$ cat src/rtl/instr_fetch_unit.sv
// Instruction fetch unit: word-aligned PC, one-cycle ROM fetch, and a 2-entry
// {instr, pc} buffer feeding decode. Redirects flush the buffer and reload the PC.
module instr_fetch_unit #(
  parameter logic [31:0] RESET_PC = 32'h0000_0000
) (
  input  logic        clk,
  input  logic        rst_n,
  output logic        rom_en,
  output logic [31:0] rom_addr,
  input  logic [31:0] rom_instr,
  input  logic        redirect_valid,
  input  logic [31:0] redirect_pc,
  output logic        id_valid,
  input  logic        id_ready,
  output logic [31:0] id_instr,
  output logic [31:0] id_pc,
  output logic        misaligned_err
);

  localparam logic [31:0] ResetPcAligned = {RESET_PC[31:2], 2'b00};

  logic [31:0] pc_q, pc_d;
  logic [1:0]  count_q, count_d;
  logic [31:0] head_instr_q, head_instr_d, head_pc_q, head_pc_d;
  logic [31:0] tail_instr_q, tail_instr_d, tail_pc_q, tail_pc_d;
  logic        err_q, err_d;
  logic        pop, push;

  // Handshake decode; a redirect suppresses both fetch and pop. rom_en is also
  // gated by rst_n so it stays low for the whole reset interval.
  always_comb begin
    pop    = (count_q != 2'd0) && id_ready && !redirect_valid;
    push   = rst_n && !redirect_valid && ((count_q != 2'd2) || pop);
    rom_en = push;
  end

  // Outputs read straight from the head entry; zero when the buffer is empty.
  always_comb begin
    rom_addr       = pc_q;
    id_valid       = (count_q != 2'd0);
    id_instr       = id_valid ? head_instr_q : 32'h0;
    id_pc          = id_valid ? head_pc_q : 32'h0;
    misaligned_err = err_q;
  end

  // Next-state: redirect wins over push/pop/stall; otherwise shift-style FIFO.
  always_comb begin
    pc_d         = pc_q;
    count_d      = count_q;
    head_instr_d = head_instr_q;
    head_pc_d    = head_pc_q;
    tail_instr_d = tail_instr_q;
    tail_pc_d    = tail_pc_q;
    err_d        = err_q | (redirect_valid && (redirect_pc[1:0] != 2'b00));
    if (redirect_valid) begin
      count_d = 2'd0;
      pc_d    = {redirect_pc[31:2], 2'b00};
    end else begin
      if (push) begin
        pc_d = pc_q + 32'd4;
      end
      unique case ({push, pop})
        2'b10: begin
          if (count_q == 2'd0) begin
            head_instr_d = rom_instr;
            head_pc_d    = pc_q;
          end else begin
            tail_instr_d = rom_instr;
            tail_pc_d    = pc_q;
          end
          count_d = count_q + 2'd1;
        end
        2'b01: begin
          head_instr_d = tail_instr_q;
          head_pc_d    = tail_pc_q;
          count_d      = count_q - 2'd1;
        end
        2'b11: begin
          // Count unchanged; new word lands behind whatever remains.
          if (count_q == 2'd1) begin
            head_instr_d = rom_instr;
            head_pc_d    = pc_q;
          end else begin
            head_instr_d = tail_instr_q;
            head_pc_d    = tail_pc_q;
            tail_instr_d = rom_instr;
            tail_pc_d    = pc_q;
          end
        end
        default: ;
      endcase
    end
  end

  // State registers with asynchronous active-low reset.
  always_ff @(posedge clk or negedge rst_n) begin
    if (!rst_n) begin
      pc_q         <= ResetPcAligned;
      count_q      <= 2'd0;
      head_instr_q <= 32'h0;
      head_pc_q    <= 32'h0;
      tail_instr_q <= 32'h0;
      tail_pc_q    <= 32'h0;
      err_q        <= 1'b0;
    end else begin
      pc_q         <= pc_d;
      count_q      <= count_d;
      head_instr_q <= head_instr_d;
      head_pc_q    <= head_pc_d;
      tail_instr_q <= tail_instr_d;
      tail_pc_q    <= tail_pc_d;
      err_q        <= err_d;
    end
  end

endmodule
$ cat config.mk
export PLATFORM = sky130hd
export DESIGN_NAME = instr_fetch_unit
export DESIGN_NICKNAME = d
export VERILOG_FILES = /design/src/rtl/instr_fetch_unit.sv
export SDC_FILE = /design/constraint.sdc
export NUM_CORES = 1
export LEC_CHECK = 0
export CORE_MARGIN = 1.5
export CORE_UTILIZATION = 57
export CTS_BUF_LIST = sky130_fd_sc_hd__clkbuf_8
export DETAILED_ROUTE_END_ITERATION = 10
export PLACE_DENSITY = 0.94
export SETUP_SLACK_MARGIN = 0.02
export SYNTH_ARGS = -nofsm -noshare
export SYNTH_HDL_FRONTEND = slang
export SYNTH_SLANG_ARGS = --single-unit
$ cat constraint.sdc
create_clock -name clk -period 3.6 [get_ports clk]
set_input_delay 0.54 -clock clk [delete_from_list [all_inputs] [get_ports clk]]
set_output_delay 0.54 -clock clk [all_outputs]
set_load 0.03 [all_outputs]
==> flow_summary.ini <==
[worst_setup_path]
crit_path_start_kind = register
max_stage_delay_ps = 670
cp.required_ps = 3060
r2r_slack_ps = 820
reg2reg_from = count_q[0]$_DFFE_PN0P_
crit_path_end_kind = primary output
worstSetupStartpoint = count_q[0]$_DFFE_PN0P_
crit_fanout = 8
r2r-end = head_instr_q[31]$_DFFE_PN0P_
cp_slowest_cell = clkdlybuf4s50_1
crit_chain = inv_1 > ha_2 > nand2b_1 > a21boi_0 > and2_1 > clkdlybuf4s50_1
worstSetupPathType = register to primary output
crit_arrival_ps = 2590
r2r_cells = 8

[clock_tree]
post_cts_buffers = 0
tritoncts = built
clock_latency_ps = 460
ctsLongestPathBuffers = 2
clock-sinks = 158
clock-root-buffer = clkbuf_8
cts_buffers = 17
cts_max_level = 4
cts_resized = 0
path_clk_slew_ps = 80
cts_hold_buffers = 1

[grt]
grt_max_degree = 77
overflow = 0
grt_usage_pct = 26.96
grt_first_pass_wirelength_mm = 30.10
antenna_found_initial = 1
grt_pass1_vias = 6033

[yosys]
synth.most_common_cell = dfrtp_1
async_flop_share_pct = 100.0
synth_commonest_cells = 158 x dfrtp_1, 81 x nor2_1, 66 x a21oi_1, 66 x mux2i_1, 65 x nor2b_1
ys_types = 43
ys.flop_type = dfrtp_1
yosysSeqAreaShare_pct = 51.67
post_synth_inst_count = 723
yosys_warnings = 0
yosysTopAreaCell = dfrtp_1
avgSynthCellArea_um2 = 10.58
synthesis.area_mm2 = 0.007652
ys_ff_latch = 158
yosysTopAreaCellShare_pct = 51.67
synth_edf_count = 0
ys_top_cells_by_area = dfrtp_1 52%, mux2i_1 8.6%, mux2_2 8.5%, nor2b_1 5.3%, a21oi_1 4.3%

[sta]
hold_violations = 0
worst_pin_slew_ps = 913.0
layout_min_cycle_time_ps = 3135
report.final.slew_viol_count = 0
maxSlewHeadroom_pct = 39.13
rsz0062_at_grt = no
min_period_over_period_pct = 87.08
worst_clock_skew_ps = 7.497
setup_viol = 0
setup_tns_ps = 0
fmax_ghz = 0.3190

[placement]
place_hpwl_mm = 11.99
io_buffers = 164
place.gp.congestion = 0.7974
place_area_mm2 = 0.009414

[min_path]
hp-class = register to register
hold_depth = 1
min_from = misaligned_err$_DFF_PN0_
holdPathEnd = misaligned_err$_DFF_PN0_

[final_layout]
layout.area.seq_mm2 = 0.003954
fillCellCount = 879
design_area_mm2 = 0.009804
multi_input_area_mm2 = 0.003447
drive_gt1_share_pct = 12.93
area_growth_pct = 28.12
nNetsFinal = 941
utilization_pct = 74.33

[detailed_routing]
first_iter_violations = 388
detail-route-antenna-nets = 0
vias = 6090
wire_per_inst_um = 17.08
viasPerCell = 5.751
firstDrtPassIters = 4
routed_wl_mm = 18.09
route.detailed.drc = 0

[die]
fp.dieW_um = 118.9
core_area_mm2 = 0.01319
die_area_mm2 = 0.01413
die_h_um = 118.9
ios = 167
start_util_pct = 58.02
rows = 42

[run]
max_cap_violations = 0

[outcome]
outcome = finished, final reports clean

[pwr]
pwr_density_cell_mw_per_mm2 = 831.5
p_leak_nw = 4.274
ir_drop_uv = 678.9
[critical path, delay by kind of cell, from the launching register on]
family,cells,cell delay (ps)
flops,1,420
compound gates,1,300
simple gates,2,450
fa+ha+maj,1,190
buf+inv,2,760
[final cells by class]
type,count,share of cell area (%)
clock inverter,13,1.187
tap,176,2.246
sequential,158,40.33
multi-input combinational,503,35.16
clock buffer,19,2.667
timing repair buffer,181,18.08
antenna,1,0.02552
inverter,8,0.3063
[per-layer routing]
layer	vias to the layer above	wire [um]	track usage (%)
met5	-	0	0
met4	0	376	10.54
met3	27	1265	7.950
met2	223	8785	43.64
met1	3000	7662	34.38
li1	2840	-	-
[cell families (layout without fill, tap and decap cells)]
kind of cell / after synthesis / after routing / share of synthesized area (%)
other: 1 / 3 / 0.04900
AO/OA/AOI/OAI: 126 / 126 / 9.729
buffers and inverters: 63 / 221 / 3.630
AND/OR/NAND/NOR: 239 / 239 / 16.19
adder cells (fa/ha/maj): 4 / 4 / 0.6540
XOR/XNOR: 8 / 8 / 0.9157
multiplexers: 124 / 124 / 17.17
flip-flops: 158 / 158 / 51.67
[state kept, by name, indices dropped and copies added, names as in the netlist]
register,count
head_instr_q,32
tail_instr_q,32
head_pc_q,31
rom_addr,30
tail_pc_q,30
count_q,2
misaligned_err,1
[cells in the final DEF, fill, tap and decap left out, types with 3 or more instances in the layout]
cell type        instances
clkdlybuf4s50_1        163
dfrtp_1                158
nor2_1                  81
mux2i_1                 66
nor2b_1                 65
a21oi_1                 65
mux2_2                  58
nand2_1                 33
clkbuf_8                19
o21ai_0                 17
nand3_1                 17
or4_1                   16
buf_4                   16
a31oi_1                 13
o31ai_1                 10
inv_1                    8
xnor2_1                  8
a211oi_1                 6
nand4_1                  5
o211ai_1                 5
clkinvlp_4               5
nand2b_1                 3
and4_1                   3
and3_1                   3
or3_1                    3
ha_1                     3
[worst max path at each step]
| stage | end | slack [ps] |
|---|---|---|
| finish | rom_en | 470 |
| global route | rom_en | 320 |
| detailed placement | rom_en | 670 |
| global placement | rom_en | 710 |
| floorplan | rom_en | 1230 |
| CTS | rom_en | 440 |
[per-stage QoR]
stage	std cells	hold slack [ps]	power, mW	setup WS, ps
4_1_cts	1058	477.7	8.197	443.7
6_report	1059	489.4	8.153	465.2
2_1_floorplan	724	244.4	5.453	1228
3_5_place_dp	1025	406.3	6.929	673.9
3_3_place_gp	1025	405.6	6.768	709.9
5_1_grt	1058	517.9	8.631	319.5
[report_power, final]
group	total [mW]	internal, mW	switching [mW]	leakage [nW]
clock network	1.25	0.583	0.666	0.182
registers	2.94	2.51	0.431	1.82
logic	3.97	1.75	2.21	2.27
total	8.15	4.84	3.31	4.27
Note: power is estimated with default switching activity, not from simulation.
